$ cat src/rtl/spi_slave_regif_if.sv
// Register-bus interface between the SPI slave and a register file.
//   reg_addr  : register address (ADDR_W bits), driven by the SPI slave
//   reg_wdata : write data, driven by the SPI slave
//   reg_we    : one-cycle write strobe
//   reg_re    : one-cycle read strobe
//   reg_rdata : read data, driven by the register file; valid the cycle after reg_re
// Modports: master = SPI slave side, slave = register file side.
interface spi_slave_regif_if #(
  parameter int ADDR_W = 7
) ();
  logic [ADDR_W-1:0] reg_addr;
  logic [15:0]       reg_wdata;
  logic              reg_we;
  logic              reg_re;
  logic [15:0]       reg_rdata;

  modport master (
    output reg_addr,
    output reg_wdata,
    output reg_we,
    output reg_re,
    input  reg_rdata
  );

  modport slave (
    input  reg_addr,
    input  reg_wdata,
    input  reg_we,
    input  reg_re,
    output reg_rdata
  );
endinterface

$ cat src/rtl/spi_slave_regif.sv
// SPI mode-0 slave bridging command/data frames onto a simple register bus.
// Frame: command byte (bit7 = 1 read, 0 write; low ADDR_W bits = start address)
// followed by 16-bit words, MSB first. All SPI pins are oversampled by sck_in.
//
// Ports:
//   sck_in     : system clock (only clock, rising edge)
//   rst_n      : asynchronous active-low reset
//   spi_sck    : SPI clock from master (asynchronous)
//   spi_cs_n   : chip select, active low
//   spi_mosi   : master-out data
//   spi_miso   : slave-out data
//   miso_oe    : MISO output enable, high while synchronised CS is low
//   frame_done : one-cycle pulse at CS rise after a complete command byte
//   reg_bus    : register bus (master modport of spi_slave_regif_if)
//
// Optional feature: define SPI_SLAVE_AUTOINC_EN to advance reg_addr by one
// (wrapping) after each completed word; otherwise the address is fixed per frame.
//
// state | meaning
// ------+-----------------------------------------------------------
// IDLE  | CS high (or waiting for a fresh CS fall after reset)
// CMD   | shifting in the command byte
// WR    | shifting in write words, reg_we after each 16th bit
// RD    | shifting out read words, reg_re after command and each word
module spi_slave_regif #(
  parameter int ADDR_W      = 7,
  parameter int SYNC_STAGES = 2
) (
  input  logic sck_in,
  input  logic rst_n,
  input  logic spi_sck,
  input  logic spi_cs_n,
  input  logic spi_mosi,
  output logic spi_miso,
  output logic miso_oe,
  output logic frame_done,
  spi_slave_regif_if.master reg_bus
);

  typedef enum logic [1:0] {ST_IDLE, ST_CMD, ST_WR, ST_RD} state_t;

  // Edges are ignored until the synchronisers and the previous-sample flops
  // hold real pin values, so a reset released mid-frame cannot fake a CS fall.
  localparam logic [2:0]        SETTLE_LEN = 3'(SYNC_STAGES + 1);
  localparam logic [ADDR_W-1:0] ADDR_ONE   = 1;

  logic [SYNC_STAGES-1:0] sck_sync_q, sck_sync_d;
  logic [SYNC_STAGES-1:0] cs_sync_q, cs_sync_d;
  logic [SYNC_STAGES-1:0] mosi_sync_q, mosi_sync_d;
  logic                   sck_prev_q, sck_prev_d;
  logic                   cs_prev_q, cs_prev_d;
  logic [2:0]             settle_q, settle_d;

  state_t            state_q, state_d;
  logic [3:0]        bit_cnt_q, bit_cnt_d;
  logic [14:0]       rx_sh_q, rx_sh_d;
  logic [15:0]       tx_sh_q, tx_sh_d;
  logic              miso_q, miso_d;
  logic [ADDR_W-1:0] reg_addr_q, reg_addr_d;
  logic [15:0]       reg_wdata_q, reg_wdata_d;
  logic              reg_we_q, reg_we_d;
  logic              reg_re_q, reg_re_d;
  logic              rd_load_q, rd_load_d;
  logic              frame_done_q, frame_done_d;

  logic       sck_s, cs_s, mosi_s, edges_en;
  logic       sck_rise, sck_fall, cs_rise, cs_fall;
  logic [7:0] cmd_byte;

  assign sck_s    = sck_sync_q[SYNC_STAGES-1];
  assign cs_s     = cs_sync_q[SYNC_STAGES-1];
  assign mosi_s   = mosi_sync_q[SYNC_STAGES-1];
  assign edges_en = (settle_q == SETTLE_LEN);
  assign sck_rise = edges_en &  sck_s & ~sck_prev_q;
  assign sck_fall = edges_en & ~sck_s &  sck_prev_q;
  assign cs_rise  = edges_en &  cs_s  & ~cs_prev_q;
  assign cs_fall  = edges_en & ~cs_s  &  cs_prev_q;
  assign cmd_byte = {rx_sh_q[6:0], mosi_s};

  always_comb begin
    sck_sync_d   = {sck_sync_q[SYNC_STAGES-2:0], spi_sck};
    cs_sync_d    = {cs_sync_q[SYNC_STAGES-2:0], spi_cs_n};
    mosi_sync_d  = {mosi_sync_q[SYNC_STAGES-2:0], spi_mosi};
    sck_prev_d   = sck_s;
    cs_prev_d    = cs_s;
    settle_d     = edges_en ? settle_q : settle_q + 3'd1;

    state_d      = state_q;
    bit_cnt_d    = bit_cnt_q;
    rx_sh_d      = rx_sh_q;
    tx_sh_d      = tx_sh_q;
    miso_d       = miso_q;
    reg_addr_d   = reg_addr_q;
    reg_wdata_d  = reg_wdata_q;
    reg_we_d     = 1'b0;
    reg_re_d     = 1'b0;
    rd_load_d    = reg_re_q;
    frame_done_d = 1'b0;

    if (rd_load_q) tx_sh_d = reg_bus.reg_rdata;

`ifdef SPI_SLAVE_AUTOINC_EN
    // Advance only after the write strobe cycle so addr is stable with reg_we.
    if (reg_we_q) reg_addr_d = reg_addr_q + ADDR_ONE;
`endif

    if (cs_rise) begin
      // CS rise has priority over a coincident 16th sck edge: no strobe.
      frame_done_d = (state_q == ST_WR) || (state_q == ST_RD);
      state_d      = ST_IDLE;
      bit_cnt_d    = 4'd0;
      miso_d       = 1'b0;
      tx_sh_d      = 16'd0;
      rd_load_d    = 1'b0;
    end else begin
      case (state_q)
        ST_IDLE: begin
          if (cs_fall) begin
            state_d   = ST_CMD;
            bit_cnt_d = 4'd0;
            rx_sh_d   = 15'd0;
            tx_sh_d   = 16'd0;
            miso_d    = 1'b0;
          end
        end
        ST_CMD: begin
          if (sck_rise) begin
            rx_sh_d   = {rx_sh_q[13:0], mosi_s};
            bit_cnt_d = bit_cnt_q + 4'd1;
            if (bit_cnt_q == 4'd7) begin
              bit_cnt_d  = 4'd0;
              reg_addr_d = cmd_byte[ADDR_W-1:0];
              if (cmd_byte[7]) begin
                state_d  = ST_RD;
                reg_re_d = 1'b1;
              end else begin
                state_d  = ST_WR;
              end
            end
          end
        end
        ST_WR: begin
          if (sck_rise) begin
            rx_sh_d   = {rx_sh_q[13:0], mosi_s};
            bit_cnt_d = bit_cnt_q + 4'd1;
            if (bit_cnt_q == 4'd15) begin
              reg_we_d    = 1'b1;
              reg_wdata_d = {rx_sh_q, mosi_s};
            end
          end
        end
        ST_RD: begin
          if (sck_rise) begin
            bit_cnt_d = bit_cnt_q + 4'd1;
            if (bit_cnt_q == 4'd15) begin
              reg_re_d = 1'b1;
`ifdef SPI_SLAVE_AUTOINC_EN
              // Move the address together with reg_re so the strobe sees the next register.
              reg_addr_d = reg_addr_q + ADDR_ONE;
`endif
            end
          end
          if (sck_fall) begin
            miso_d  = tx_sh_q[15];
            tx_sh_d = {tx_sh_q[14:0], 1'b0};
          end
        end
        default: state_d = ST_IDLE;
      endcase
    end
  end

  always_ff @(posedge sck_in or negedge rst_n) begin
    if (!rst_n) begin
      sck_sync_q   <= '0;
      cs_sync_q    <= '1;
      mosi_sync_q  <= '0;
      sck_prev_q   <= 1'b0;
      cs_prev_q    <= 1'b1;
      settle_q     <= 3'd0;
      state_q      <= ST_IDLE;
      bit_cnt_q    <= 4'd0;
      rx_sh_q      <= 15'd0;
      tx_sh_q      <= 16'd0;
      miso_q       <= 1'b0;
      reg_addr_q   <= '0;
      reg_wdata_q  <= 16'd0;
      reg_we_q     <= 1'b0;
      reg_re_q     <= 1'b0;
      rd_load_q    <= 1'b0;
      frame_done_q <= 1'b0;
    end else begin
      sck_sync_q   <= sck_sync_d;
      cs_sync_q    <= cs_sync_d;
      mosi_sync_q  <= mosi_sync_d;
      sck_prev_q   <= sck_prev_d;
      cs_prev_q    <= cs_prev_d;
      settle_q     <= settle_d;
      state_q      <= state_d;
      bit_cnt_q    <= bit_cnt_d;
      rx_sh_q      <= rx_sh_d;
      tx_sh_q      <= tx_sh_d;
      miso_q       <= miso_d;
      reg_addr_q   <= reg_addr_d;
      reg_wdata_q  <= reg_wdata_d;
      reg_we_q     <= reg_we_d;
      reg_re_q     <= reg_re_d;
      rd_load_q    <= rd_load_d;
      frame_done_q <= frame_done_d;
    end
  end

  assign spi_miso          = miso_q;
  assign miso_oe           = ~cs_s;
  assign frame_done        = frame_done_q;
  assign reg_bus.reg_addr  = reg_addr_q;
  assign reg_bus.reg_wdata = reg_wdata_q;
  assign reg_bus.reg_we    = reg_we_q;
  assign reg_bus.reg_re    = reg_re_q;

endmodule

$ cat src/flat_wrapper.sv
// flat-port wrapper written by rule: the top's interface ports become plain ports
module spi_slave_regif_flat 
#(
  parameter int ADDR_W      = 7,
  parameter int SYNC_STAGES = 2
)
  (sck_in, rst_n, spi_sck, spi_cs_n, spi_mosi, spi_miso, miso_oe, frame_done, reg_bus_reg_addr, reg_bus_reg_wdata, reg_bus_reg_we, reg_bus_reg_re, reg_bus_reg_rdata);
  spi_slave_regif_if #(.ADDR_W(ADDR_W)) reg_bus_i ();
  input  logic sck_in;
  input  logic rst_n;
  input  logic spi_sck;
  input  logic spi_cs_n;
  input  logic spi_mosi;
  output logic spi_miso;
  output logic miso_oe;
  output logic frame_done;
  output wire logic [$bits(reg_bus_i.reg_addr)-1:0] reg_bus_reg_addr;
  output wire logic [$bits(reg_bus_i.reg_wdata)-1:0] reg_bus_reg_wdata;
  output wire logic [$bits(reg_bus_i.reg_we)-1:0] reg_bus_reg_we;
  output wire logic [$bits(reg_bus_i.reg_re)-1:0] reg_bus_reg_re;
  input wire logic [$bits(reg_bus_i.reg_rdata)-1:0] reg_bus_reg_rdata;
  assign reg_bus_reg_addr = reg_bus_i.reg_addr;
  assign reg_bus_reg_wdata = reg_bus_i.reg_wdata;
  assign reg_bus_reg_we = reg_bus_i.reg_we;
  assign reg_bus_reg_re = reg_bus_i.reg_re;
  assign reg_bus_i.reg_rdata = reg_bus_reg_rdata;
  spi_slave_regif #(.ADDR_W(ADDR_W), .SYNC_STAGES(SYNC_STAGES)) u_core (.sck_in(sck_in), .rst_n(rst_n), .spi_sck(spi_sck), .spi_cs_n(spi_cs_n), .spi_mosi(spi_mosi), .spi_miso(spi_miso), .miso_oe(miso_oe), .frame_done(frame_done), .reg_bus(reg_bus_i));
endmodule
$ cat config.mk
export PLATFORM = sky130hd
export DESIGN_NAME = spi_slave_regif_flat
export DESIGN_NICKNAME = d
export VERILOG_FILES = /design/src/rtl/spi_slave_regif_if.sv /design/src/rtl/spi_slave_regif.sv /design/src/flat_wrapper.sv
export SDC_FILE = /design/constraint.sdc
export NUM_CORES = 1
export LEC_CHECK = 0
export CAP_MARGIN = 20
export CORE_MARGIN = 3
export CORE_UTILIZATION = 35
export CTS_CLUSTER_SIZE = 8
export DETAILED_ROUTE_END_ITERATION = 10
export PLACE_DENSITY = 0.56
export SLEW_MARGIN = 20
export SYNTH_ARGS = -nofsm -noshare
export SYNTH_HDL_FRONTEND = slang
export SYNTH_SLANG_ARGS = --single-unit
$ cat constraint.sdc
create_clock -name sck_in -period 2.3 [get_ports sck_in]
set_input_delay 0.23 -clock sck_in [delete_from_list [all_inputs] [get_ports sck_in]]
set_output_delay 0.23 -clock sck_in [all_outputs]
set_load 0.005 [all_outputs]
==> results of run 1 <==
==> Yosys cell counts, drive strengths merged <==
library cell,number,share of area [%]
o31ai,3,0.67
nand2b,2,0.37
o211ai,4,0.90
nor4,1,0.19
buf,10,2.4
or4,1,0.22
mux2i,18,5.4
dfstp,3,2.4
and2,1,0.19
and3b,2,0.52
o2bb2ai,1,0.26
nand3,4,0.60
clkbuf,5,0.60
dfrtp,73,55
nand4,16,3.0
nor2,7,1.2
a21o,1,0.22
inv,9,1.0
or3,2,0.37
xnor2,1,0.26
mux2,24,8.1
o21ai,16,2.4
o221a,1,0.34
nand2,27,3.3
a21boi,2,0.45
ha,7,2.6
nor3,3,0.60
a21oi,3,0.45
nor4b,1,0.71
nand3b,5,1.1
a211oi,1,0.60
a21bo,13,3.9
==> registers in the layout, summed over array words and instances (netlist names), 2 cells and up <==
signal                    count
u_core.bit_cnt_q              4
u_core.cs_sync_q              2
u_core.mosi_sync_q            2
u_core.reg_bus.reg_addr       7
u_core.reg_bus.reg_wdata     16
u_core.rx_sh_q               15
u_core.sck_sync_q             2
u_core.settle_q               3
u_core.state_q                2
u_core.tx_sh_q               16
==> critical path: stages, from the launching register on <==
cell and delay (ns):
dfrtp_1 0.37, ha_1 0.16, ha_2 0.28, nand3b_1 0.12
or3_1 0.42, nor2_4 0.24, mux2_2 0.37
==> stage by stage <==
stage / power, mW / hold WS, ns / util [%] / cells
final: 3.066 / 0.2981 / 45.65 / 457
after global routing: 3.229 / 0.2884 / 45.65 / 457
after floorplan: 1.818 / -0.06559 / - / 267
after detailed placement: 1.989 / 0.2168 / 43.16 / 440
after CTS: 3.108 / 0.2810 / 45.62 / 457
after global placement: 1.982 / 0.2210 / 43.16 / 440
==> cells by family after synthesis <==
| group | share of synthesized area (%) |
|---|---|
| adder cells (fa/ha/maj) | 2.621 |
| buffers and inverters | 4.043 |
| XOR/XNOR | 0.2621 |
| multiplexers | 13.48 |
| AO/OA/AOI/OAI | 10.18 |
| AND/OR/NAND/NOR | 12.39 |
| flip-flops | 57.02 |
==> worst max path at each step <==
stage | startpoint | endpoint | slack [ns] | depth (start not counted)
2_1_floorplan | u_core.settle_q[0] | u_core.rx_sh_q[10] | 0.24 | 9
3_3_place_gp | u_core.settle_q[0] | u_core.reg_bus.reg_wdata[15] | 0.22 | 7
3_5_place_dp | u_core.settle_q[0] | u_core.reg_bus.reg_addr[4] | 0.13 | 6
4_1_cts | u_core.settle_q[0] | u_core.reg_bus.reg_addr[4] | 0.12 | 6
5_1_grt | u_core.settle_q[0] | u_core.reg_bus.reg_addr[4] | 0.09 | 6
6_report | u_core.settle_q[0] | u_core.reg_bus.reg_addr[4] | 0.22 | 6
==> placed cells by master (no fill, tap or decap), drive strengths merged, types with 2 or more instances in the layout <==
| cell type | n |
|---|---|
| o31ai | 3 |
| ha | 7 |
| nand2 | 27 |
| and3b | 2 |
| inv | 9 |
| or3 | 2 |
| nor3 | 3 |
| nand2b | 2 |
| o211ai | 4 |
| dfstp | 3 |
| clkbuf | 12 |
| nor2 | 7 |
| o21ai | 16 |
| buf | 12 |
| nand3b | 5 |
| dfrtp | 73 |
| nand4 | 16 |
| mux2i | 18 |
| nand3 | 4 |
| mux2 | 24 |
| a21oi | 3 |
| a21boi | 2 |
| clkdlybuf4s50 | 47 |
| a21bo | 13 |
| bufinv | 2 |
==> power by group <==
| group | total [mW] | switching (mW) | internal, mW |
|---|---|---|---|
| Combinational | 0.527 | 0.336 | 0.191 |
| Clock | 1.10 | 0.462 | 0.640 |
| Sequential | 1.44 | 0.0507 | 1.39 |
==> cell type report <==
class / count / area (µm²)
Clock inverter: 4 / 72.57
Multi-Input combinational cell: 167 / 1304
Sequential cell: 76 / 1906
Clock buffer: 12 / 145.1
Inverter: 9 / 33.78
Timing Repair Buffer: 60 / 595.6
Tap cell: 129 / 161.4
Fill cell: 861 / 5022
==> per-layer routing <==
layer	wire length [µm]	vias up	GRT usage, %
met1	3019	1075	16.67
li1	-	1059	-
met5	0	-	0
met2	2936	43	18.93
met3	305	8	4.174
met4	91	0	4.274
==> what timing repair did <==
action	CTS	global route
resized for setup	0	1
hold buffers	1	0
hold endpoints to repair	34	0
setup endpoints to repair	0	8
==> flow_summary.json, run 1 <==
{
  "cts_max_path_buffers": 2,
  "first_pass_iters": 4,
  "end_kind": "flip-flop",
  "netlist_area_um2": 3342,
  "syn_area_per_cell_um2": 12.52,
  "fin_area_um2": 4218,
  "p_leak_nw": 1.908,
  "netlist_instances": 267,
  "min_to": "u_core.cs_sync_q[0]",
  "drt-total-wl_um": 6351,
  "rr_worst_depth": 6,
  "peakVddDrop_mv": 0.4422,
  "start_kind": "flip-flop",
  "worstHoldPathType": "primary input to flip-flop",
  "die_w_um": 103.7,
  "grt_pass1_vias": 2243,
  "placementRows": 35,
  "dpl.hpwl_um": 4360,
  "fp.dieH_um": 103.7,
  "diodes": 0,
  "grt_start_max_net_pins": 43,
  "io_pins": 49,
  "vias_per_cell": 4.781,
  "numCtsBuffers": 9,
  "setup_viol": 0,
  "period_needed_ns": 2.075,
  "ys_ff_latch": 76,
  "path_class": "flip-flop to flip-flop",
  "clock_sinks": 76,
  "grt_usage_pct": 12.43,
  "post-cts-setup-buffer-count": 0,
  "vias": 2185,
  "final_hold_viol_count": 0,
  "crit_arrival_ns": 2.29,
  "clkTransAtPathRegs_ns": 0.08,
  "p_per_area_nw_per_um2": 727.0,
  "whs_path_depth": 1,
  "ant_nets": 0,
  "dieArea_um2": 10760,
  "yosys_warnings": 0,
  "r2r-start": "u_core.settle_q[0]",
  "clock_latency_ns": 0.33,
  "grt_remaining_overflow": 0,
  "outcome": "finished clean",
  "drt_iter0_drc": 101,
  "finalCritPeriodShare_pct": 90.23,
  "drcViolationCount": 0,
  "routedWlPerCell_um": 13.90,
  "drv_cap": 0,
  "final_max_slew_viol_count": 0,
  "yosysSeqAreaShare_pct": 57.02,
  "hold_start": "spi_cs_n",
  "worstPathRequired_ns": 2.52,
  "dp_slack_ns": 0.1268,
  "cts_htree_levels": 3,
  "setup_ws_ns": 0.2246,
  "core_region_area_um2": 9240,
  "gp_congestion": 0.8287,
  "postPlaceCellArea_um2": 3988,
  "fin_tns_setup_ns": 0,
  "area_growth_pct": 26.21,
  "synthesis.nets": 295,
  "start_util_pct": 36.17,
  "final_layout_size_suffix_gt1_share_pct": 18.60,
  "worst_slew_pin_slew_ns": 0.4604,
  "rsz0062_at_grt": "no",
  "rrSetupSlack_ns": 0.22,
  "design.final.nets": 351,
  "slew_headroom_pct": 69.31,
  "yosysUniqueCellTypes": 40,
  "cts-root-buf": "clkbuf_8",
  "worst-path-max-fanout": 10,
  "grt_pass1_wl_um": 11020,
  "port-buffer-count": 48,
  "fin_skew_ns": 0.007213,
  "tritoncts": "yes",
  "antenna_found_initial": 0,
  "clock.fmax_mhz": 481.8,
  "reg2reg_to": "u_core.reg_bus.reg_addr[4]"
}
No activity file was read; power rests on OpenSTA's default activity.
==> inputs of run 2 (changes only) <==
Settings changed: HOLD_SLACK_MARGIN set to 0.03, SLEW_MARGIN 20 to unset.
==> results of run 2 <==
Same layout as run 1: the final DEF is identical, and so are final timing and power.
==> inputs of run 3 (changes only) <==
Settings changed: ABC_CLOCK_PERIOD_IN_PS set to 2600, CORE_ASPECT_RATIO set to 0.5.
Clock period 2.3 ns to 2.6 ns, I/O delays scaled along.
==> flow_summary.json, run 3 (synthesis gave the netlist of run 1 again) <==
{
  "mostFrequentLayoutCell": "dfrtp_1",
  "peakVddDrop_mv": 0.2930,
  "clkTransAtPathRegs_ns": 0.06,
  "path_class": "flip-flop to flip-flop",
  "worst_slew_pin_slew_ns": 0.9510,
  "fin_area_um2": 4247,
  "grt_usage_pct": 13.30,
  "first_pass_iters": 4,
  "clock.fmax_mhz": 448.9,
  "fp.dieH_um": 75.10,
  "dp_cells": 423,
  "core_region_area_um2": 8979,
  "area_growth_pct": 27.07,
  "design.final.nets": 345,
  "grt_pass1_wl_um": 11100,
  "crit_arrival_ns": 2.50,
  "slew_headroom_pct": 36.60,
  "cts_max_path_buffers": 2,
  "cts_hold_buf": 0,
  "dpl.hpwl_um": 4399,
  "rsz0062_at_grt": "no",
  "dieArea_um2": 10830,
  "worstPathRequired_ns": 2.87,
  "outcome": "finished clean",
  "worstHoldPathType": "primary input to asynchronous set/reset pin",
  "final_max_slew_viol_count": 0,
  "path_cells": "ha_1, ha_1, and3b_1, a211oi_4, buf_4, nand4_1, a21bo_1",
  "crit_slowest_cell": "dfrtp_1",
  "start_kind": "flip-flop",
  "p_per_area_nw_per_um2": 726.1,
  "fin_skew_ns": 0.006823,
  "gp_congestion": 0.8391,
  "post-cts-setup-buffer-count": 0,
  "worst-path-max-fanout": 13,
  "num-fill-cells": 791,
  "finalCritPeriodShare_pct": 85.67,
  "drt_iter0_drc": 108,
  "start_util_pct": 37.22,
  "grt_pass1_vias": 2219,
  "port-buffer-count": 48,
  "final_cell_mix": "73 x dfrtp_1, 47 x clkdlybuf4s50_1, 26 x nand2_1",
  "stdcell_count": 439,
  "critPathMaxStageDelay_ns": 0.40,
  "postPlaceCellArea_um2": 3910,
  "clock_latency_ns": 0.33,
  "crit_path_frequent_cell": "ha_1",
  "io_pins": 49,
  "p_leak_nw": 1.924,
  "regArea_um2": 1906,
  "die_w_um": 144.2,
  "hold_ws_ns": 0.07523,
  "vias_per_cell": 4.932,
  "cts_htree_levels": 3,
  "cts_resized": 0,
  "tritoncts": "yes",
  "drcViolationCount": 0,
  "ant_nets": 0,
  "placementRows": 24,
  "drv_cap": 0,
  "numCtsBuffers": 9,
  "setup_viol": 0,
  "fin_tns_setup_ns": 0,
  "routedWlPerCell_um": 15.10,
  "grt_remaining_overflow": 0,
  "multi_input_comb_area_um2": 1301,
  "finalPower_mw": 3.083,
  "grt_start_max_net_pins": 77,
  "drt-total-wl_um": 6628,
  "clock_sinks": 76,
  "diodes": 0,
  "antenna_found_initial": 0,
  "final_layout_size_suffix_gt1_share_pct": 17.70,
  "vias": 2165,
  "end_kind": "flip-flop",
  "cts-root-buf": "clkbuf_16",
  "final_hold_viol_count": 0,
  "period_needed_ns": 2.227
}
run 3: path summary, 6_finish.rpt:
| kind | slack, ns | cells after the start | startpoint | end |
|---|---|---|---|---|
| worst min-delay path | 0.08 | 1 | rst_n | u_core.tx_sh_q[9] |
| worst max register to register | 0.37 | 7 | u_core.settle_q[0] | u_core.rx_sh_q[3] |
| worst max-delay path | 0.37 | 7 | u_core.settle_q[0] | u_core.rx_sh_q[3] |
| worst min register to register | 0.35 | 0 | u_core.sck_sync_q[0] | u_core.sck_sync_q[1] |
| max in group asynchronous | 1.90 | 1 | rst_n | u_core.rx_sh_q[5] |
| min in group sck_in | 0.33 | 1 | spi_cs_n | u_core.cs_sync_q[0] |
run 3: critical path, delay by kind of cell, from the launching register on:
kind	cells	cell delay (ns)
AO/OA/AOI/OAI	2	0.53
adder cells (fa/ha/maj)	2	0.51
flip-flops	1	0.40
buffers and inverters	1	0.24
AND/OR/NAND/NOR	2	0.49
run 3: power by group:
group          total (mW)  switching (mW)  internal, mW
clock network        1.36           0.471         0.893
registers            1.27          0.0450          1.23
logic               0.446           0.300         0.146
total                3.08           0.816          2.27
run 3: cell type report:
class / instances / area share (%)
Clock buffer: 11 / 5.952
Clock inverter: 5 / 1.974
Inverter: 9 / 0.7955
Multi-Input combinational cell: 167 / 30.64
Sequential cell: 76 / 44.87
Tap cell: 117 / 3.447
Timing Repair Buffer: 54 / 12.32
run 3: through the flow:
stage          utilization, %  worst slack [ns]
2_1_floorplan               -            0.5354
3_3_place_gp            43.55            0.4210
3_5_place_dp            43.55            0.3474
4_1_cts                 47.30            0.3352
5_1_grt                 47.30            0.1286
6_report                47.30            0.3725
run 3: routing by layer:
metal  part of all wire, %  track usage (%)
met1                    48            18.25
met2                    45            19.72
met3                   6.1            5.520
met4                  0.77            3.413
met5                     0                0
